--- src/rtl/ccff_loader_pkg.sv ---
// Shared types and helpers for the configuration-chain loader.
// Imported by the loader top and its word serializer.
package ccff_loader_pkg;

  typedef enum logic [2:0] {
    IDLE,
    FETCH,
    SHIFT,
    SETTLE,
    DONE
  } ccff_ld_state_t;

  // Bits needed to hold values 0..n-1, never less than one.
  function automatic int clog2_ceil(input int n);
    int r;
    r = 0;
    while ((1 << r) < n) r++;
    if (r < 1) r = 1;
    return r;
  endfunction

endpackage

--- src/rtl/ccff_word_serializer.sv ---
// Parallel-in/serial-out word register for the config chain.
// Tracks how many bits of the loaded word remain to be shifted.
module ccff_word_serializer
  import ccff_loader_pkg::*;
#(
  parameter int WORD_W = 8,
  parameter int LEN_W  = clog2_ceil(WORD_W + 1)
) (
  input  logic              clk,
  input  logic              rst_n,
  input  logic              i_load,
  input  logic              i_shift,
  input  logic [WORD_W-1:0] i_data,
  input  logic [LEN_W-1:0]  i_word_len,
  output logic              o_bit_out,
  output logic              o_empty,
  output logic              o_last
);

  logic [WORD_W-1:0] r_sr;
  logic [LEN_W-1:0]  r_left;

  always_ff @(posedge clk) begin
    if (!rst_n) begin
      r_sr   <= '0;
      r_left <= '0;
    end else if (i_load) begin
      r_sr   <= i_data;
      r_left <= i_word_len;
    end else if (i_shift && (r_left != '0)) begin
      r_sr   <= r_sr >> 1;
      r_left <= r_left - LEN_W'(1);
    end
  end

  assign o_bit_out = r_sr[0];
  assign o_empty   = (r_left == '0);
  assign o_last    = (r_left == LEN_W'(1));

endmodule

--- src/rtl/ccff_chain_loader.sv ---
// Serializes bitstream words onto the ccff chain, gates prog_clk,
// and holds I/O isolation until the chain is loaded and settled.
module ccff_chain_loader
  import ccff_loader_pkg::*;
#(
  parameter int WORD_W    = 8,
  parameter int CHAIN_LEN = 64,
  parameter int ISO_HOLD  = 4
) (
  input  logic              prog_clk,
  input  logic              prog_reset_n,
  input  logic              start,
  input  logic [WORD_W-1:0] cfg_data,
  input  logic              cfg_valid,
  output logic              cfg_ready,
  output logic              ccff_head,
  output logic              prog_clk_en,
  output logic              IO_ISOL_N,
  output logic              busy,
  output logic              done
);

  localparam int CW = clog2_ceil(CHAIN_LEN + 1);
  localparam int LW = clog2_ceil(WORD_W + 1);
  localparam int SW = clog2_ceil(ISO_HOLD + 1);

  ccff_ld_state_t r_state;
  ccff_ld_state_t w_next;

  logic [CW-1:0] r_bit_cnt;
  logic [SW-1:0] r_settle;
  logic          r_head_q;

  logic          w_load;
  logic          w_shift;
  logic          w_bit;
  logic          w_empty;
  logic          w_last;
  logic          w_chain_full;
  logic          w_restart;
  logic [LW-1:0] w_len;
  int            w_rem;

  ccff_word_serializer #(
    .WORD_W (WORD_W),
    .LEN_W  (LW)
  ) u_ser (
    .clk        (prog_clk),
    .rst_n      (prog_reset_n),
    .i_load     (w_load),
    .i_shift    (w_shift),
    .i_data     (cfg_data),
    .i_word_len (w_len),
    .o_bit_out  (w_bit),
    .o_empty    (w_empty),
    .o_last     (w_last)
  );

  // Final word may be shorter than WORD_W; its upper bits never shift.
  always_comb begin
    w_rem = CHAIN_LEN - int'(r_bit_cnt);
    w_len = (w_rem < WORD_W) ? LW'(w_rem) : LW'(WORD_W);
  end

  assign w_chain_full = ((int'(r_bit_cnt) + 1) == CHAIN_LEN);
  assign w_restart    = start &&
                        ((r_state == IDLE) || (r_state == DONE));

  always_comb begin
    w_next  = r_state;
    w_load  = 1'b0;
    w_shift = 1'b0;
    unique case (r_state)
      IDLE: begin
        if (start) w_next = FETCH;
      end
      FETCH: begin
        if (cfg_valid) begin
          w_load = 1'b1;
          w_next = SHIFT;
        end
      end
      SHIFT: begin
        if (w_empty) begin
          w_next = FETCH;
        end else begin
          w_shift = 1'b1;
          if (w_last) begin
            if (!w_chain_full)     w_next = FETCH;
            else if (ISO_HOLD == 0) w_next = DONE;
            else                   w_next = SETTLE;
          end
        end
      end
      SETTLE: begin
        if (int'(r_settle) >= ISO_HOLD - 1) w_next = DONE;
      end
      DONE: begin
        if (start) w_next = FETCH;
      end
      default: w_next = IDLE;
    endcase
  end

  always_ff @(posedge prog_clk) begin
    if (!prog_reset_n) begin
      r_state   <= IDLE;
      r_bit_cnt <= '0;
      r_settle  <= '0;
      r_head_q  <= 1'b0;
    end else begin
      r_state <= w_next;
      if (w_restart)    r_bit_cnt <= '0;
      else if (w_shift) r_bit_cnt <= r_bit_cnt + CW'(1);
      if (r_state == SETTLE) r_settle <= r_settle + SW'(1);
      else                   r_settle <= '0;
      if (w_shift) r_head_q <= w_bit;
    end
  end

  // Head follows the live bit while shifting, else holds the last one.
  assign ccff_head   = (r_state == SHIFT) ? w_bit : r_head_q;
  assign cfg_ready   = (r_state == FETCH);
  assign prog_clk_en = (r_state == SHIFT);
  assign IO_ISOL_N   = (r_state == DONE);
  assign done        = (r_state == DONE);
  assign busy        = (r_state == FETCH) ||
                       (r_state == SHIFT) ||
                       (r_state == SETTLE);

endmodule
--- config.mk ---
export PLATFORM = sky130hd
export DESIGN_NAME = ccff_chain_loader
export DESIGN_NICKNAME = d
export VERILOG_FILES = /design/src/rtl/ccff_loader_pkg.sv /design/src/rtl/ccff_word_serializer.sv /design/src/rtl/ccff_chain_loader.sv
export SDC_FILE = /design/constraint.sdc
export NUM_CORES = 1
export LEC_CHECK = 0
export CORE_MARGIN = 10
export CORE_UTILIZATION = 37
export DETAILED_ROUTE_END_ITERATION = 7
export DONT_BUFFER_PORTS = 1
export SLEW_MARGIN = 10
export SYNTH_ARGS = -nofsm -noshare
export SYNTH_HDL_FRONTEND = slang
export SYNTH_SLANG_ARGS = --single-unit
--- constraint.sdc ---
create_clock -name prog_clk -period 1.9 [get_ports prog_clk]
set_input_delay 0.38 -clock prog_clk [delete_from_list [all_inputs] [get_ports prog_clk]]
set_output_delay 0.38 -clock prog_clk [all_outputs]
set_load 0.05 [all_outputs]
==> impl.org <==
** Route
- Violation count after the first detailed-routing iteration :: 48
- After detailed routing, the average wire length per cell comes to 15.0 µm.
- Number of optimization iterations in the first detailed-route pass :: 4
- Vias :: 1224
- After detailed routing, the wire length on met1 is 1.49 mm.
- For this run, design rule violations remaining after detail routing come to 0.
- Wire segments on met3 add up to 185 µm in the final route.
- Metal2 WL :: 1.60 mm
- The count of nets left with antenna violations once routing finished came out at 0.
- Signal routing reaches up to met4.
- Vias per cell :: 5.49
- The final layout contains routed wiring with a total length of 3.33 mm.

** Floorplan
- Top-Level Pins :: 18
- The total area inside the core boundary comes to 0.00369 mm².
- The floorplan step set the die width to 82.1 µm.
- After floorplanning, the core was divided into 22 placement rows.
- Die footprint :: 0.00675 mm²
- Initial Util :: 38.7%
- Die extent in y :: 82.1 µm

** Global route
- The first global-routing pass estimated 5.79 mm of wire.
- Final global-route overflow total :: 0
- Overall fraction of global-route tracks in use :: 11.1%
- Entering global routing, the biggest net connects 20 pins.
- The number of global-route vias before repair came to 1226.
- The number of antenna violations at the first check in global routing is 0.

** Finish
- # diodes :: 0
- For this run, the post-layout net count is 195.
- Number of non-filler instances in the completed layout :: 223
- Fraction of layout instances using a drive strength above 1 :: 16.6%
- Relative area change from synthesis to final layout :: 11.9%

** STA
- Setup repair after global routing left no endpoint under its margin.
- For this run, the top clock speed supported by timing is 548 MHz.
- After layout, the worst path uses 96.1% of the clock period.
- Final Max Slew Viols :: 0
- Setup-violating endpoint count in the final report :: 0
- Maximum clock skew at final layout :: 0.00317 ns
- The worst path meets setup with 0.0745 ns of slack.
- Final count of hold timing violations :: 0
- Measured slew at the worst slew-check pin :: 0.408 ns
- Summed over all failing endpoints, the final setup total negative slack is 0 ns.
- In this run the tightest slew margin relative to its limit is 72.7%.
- Period minus WS final :: 1.83 ns

** Clock tree
- After clock tree synthesis, the flow added hold-fix buffers numbering 0.
- Clock latency on the worst-skew pair, taken at its later pin, is 0.27 ns.
- TritonCTS clock tree :: yes
- Clock sink count :: 26
- After clock tree synthesis, the clock-pin slew on the worst setup and hold paths is 0.08 ns.
- The clock passes through at most 2 buffers.
- In this run the clock root is driven by a clkbuf_8.
- CTS built an H-tree with a depth of 1.
- Clock tree synthesis inserted a total of 3 buffers.

** Run status
- Status :: finished clean

** Worst setup path
- Arrival time at the worst endpoint :: 1.45 ns
- Count of buffer and inverter cells on the critical path :: 1
- Maximum fanout encountered on the critical timing path :: 8
- The worst setup path is of the register to output pin kind.
- Maximum single-stage delay on the critical path :: 0.40 ns
- At the worst endpoint, the required time is 1.52 ns.
- STA classifies the critical path startpoint as a register.
- Cell-by-cell listing of the critical path :: or3b_4, clkinv_2, nand2_1, nand2_4
- Largest delay contributor family on the critical path :: simple AND/OR/NAND/NOR gates
- Critical-path cell with the highest stage delay :: or3b_4
- Endpoint class of the critical path :: output pin

** Pwr
- Power share of the clock group :: 28.2%
- Total chip power :: 0.00112 W
- Switching power :: 0.000318 W
- Dividing total power by cell area gives a power density of 698 mW/mm².
- Internal power comes to 0.000799 W.
- For this design the static power due to leakage is 0.547 nW.
- Of the total power, the share spent switching nets is 28.4%.
- IR analysis of the VDD net gives a maximum drop of 0.000391 V.
- Combinational logic is responsible for 19.5% of the overall power.
- Sequential fraction of design power :: 52.3%

** Synthesis
- Number of synthesized register bits :: 26
- The mapped netlist covers 0.00143 mm².
- Number of enable-type register cells in the synthesized netlist :: 0
- A synthesized cell averages 8.45 µm².
- Synthesis produced a netlist with a net count of 187.
- In the synthesized netlist the dominant register cell turns out to be dfxtp_1.
- Synth Instances :: 169
- Fraction of the yosys area taken by sequential cells :: 36.4%
- Biggest area consumer among synthesized cells :: dfxtp_1
- Yosys attributes the largest share of cell area to dfxtp_1 36%, nor2_1 6.0%, ha_1 5.3%.
- Yosys top cell area share :: 36.4%
- Number of distinct library cells after synthesis :: 42
- For this run, asynchronously set or reset flops after synthesis account for 0%.
- The Yosys step of the flow raised 0 warnings.

** Place
- Once detailed placement completed, the half-perimeter wirelength came to 2.54 mm.
- Placed insts :: 217
- Timing analysis after detailed placement gives a worst setup slack of 0.103 ns.
- Placer Congestion :: 0.848
- Buffers on Ports :: 0

** Worst hold path
- The min-delay analysis places its worst path in the category input pin to register.

** Run
- Max-cap violations :: 0
[routing by layer]
metal	GRT usage [%]	up-vias
li1	-	607
met1	12.5	591
met2	18.0	21
met3	3.35	5
met4	6.63	0
met5	0	-
[repair_timing]
action,in CTS,in global routing
setup buffers,0,3
resized for setup,2,2
hold endpoints to repair,0,0
endpoints found under the setup margin,1,4
pin swaps,0,0
[power by group through the flow]
stage | Combinational, W | Sequential [W] | Clock (W)
after detailed placement | 0.000195 | 0.000597 | 0
after global placement | 0.000190 | 0.000595 | 0
after CTS | 0.000197 | 0.000584 | 0.000328
final | 0.000218 | 0.000584 | 0.000315
after floorplan | 0.000163 | 0.000592 | 0
after global routing | 0.000239 | 0.000587 | 0.000351
[worst paths after layout]
| kind | from | to | slack (ns) | depth (start not counted) |
|---|---|---|---|---|
| setup / recovery | r_state[2]$_SDFFE_PN0P_ | ccff_head | 0.07 | 4 |
| hold / removal | prog_reset_n | r_state[1]$_SDFFE_PN0P_ | 0.23 | 1 |
| setup reg to reg | u_ser.r_left[0]$_SDFFE_PN0P_ | r_state[1]$_SDFFE_PN0P_ | 0.14 | 6 |
| hold reg to reg | r_settle[0]$_SDFF_PN0_ | r_settle[0]$_SDFF_PN0_ | 0.46 | 1 |
[worst register-to-register path, stage by stage, from the launching register on]
cell and delay (ns):
dfxtp_1 0.35, inv_1 0.09, ha_1 0.20, or3b_1 0.44, nand3_1 0.16, a211oi_1 0.09, o41a_1 0.31
[cell families (layout without fill, tap and decap cells)]
family	Yosys count	in the layout	share of synthesized area (%)
AND/OR/NAND/NOR	73	73	27.2
AO/OA/AOI/OAI	33	33	18.0
flip-flops	26	26	36.4
buffers and inverters	22	28	7.53
XOR/XNOR	8	8	4.90
adder cells (fa/ha/maj)	6	6	5.25
multiplexers	1	1	0.701
[sequential cells by signal, indices dropped and copies added (netlist names)]
signal and cells:
r_state 3, u_ser.r_sr 8, r_bit_cnt 7, u_ser.r_left 4
r_head_q 1, r_settle 3
[final cells by class]
cell class,count,area (µm²)
Tap cell,48,60.1
Inverter,13,50.0
Multi-Input combinational cell,121,836
Sequential cell,26,522
Timing Repair Buffer,12,90.1
Fill cell,390,2090
Clock buffer,3,41.3
[Yosys cell counts, types with 4 or more instances]
master    number
a21boi_1       5
a21oi_1        4
clkbuf_1       4
dfxtp_1       26
ha_1           6
inv_1         12
nand2_1       18
nand3_1       10
nor2_1        23
nor3_1         6
o221ai_1       5
xnor2_1        8
[cell usage in the layout, fill, tap and decap left out, drive strengths merged, types with 2 or more instances in the layout]
master	n
nand2	18
clkbuf	3
o221ai	5
nand3	10
or3b	2
o211ai	2
dfxtp	26
xnor2	8
a211oi	4
a22oi	2
a21boi	5
nor4	3
a21oi	4
or3	2
nor3	6
nor3b	2
nor2	24
a31oi	3
inv	12
o21ai	3
buf	12
ha	6
[per-stage QoR]
stage / instance area [µm²] / utilization (%) / hold WS, ns
6_report: 1600 / 43.4 / 0.231
5_1_grt: 1600 / 43.4 / 0.211
4_1_cts: 1570 / 42.6 / 0.220
3_5_place_dp: 1520 / 41.3 / 0.441
3_3_place_gp: 1520 / 41.3 / 0.425
2_1_floorplan: 1450 / - / 0.417
Power figures use the tool's default switching activity.
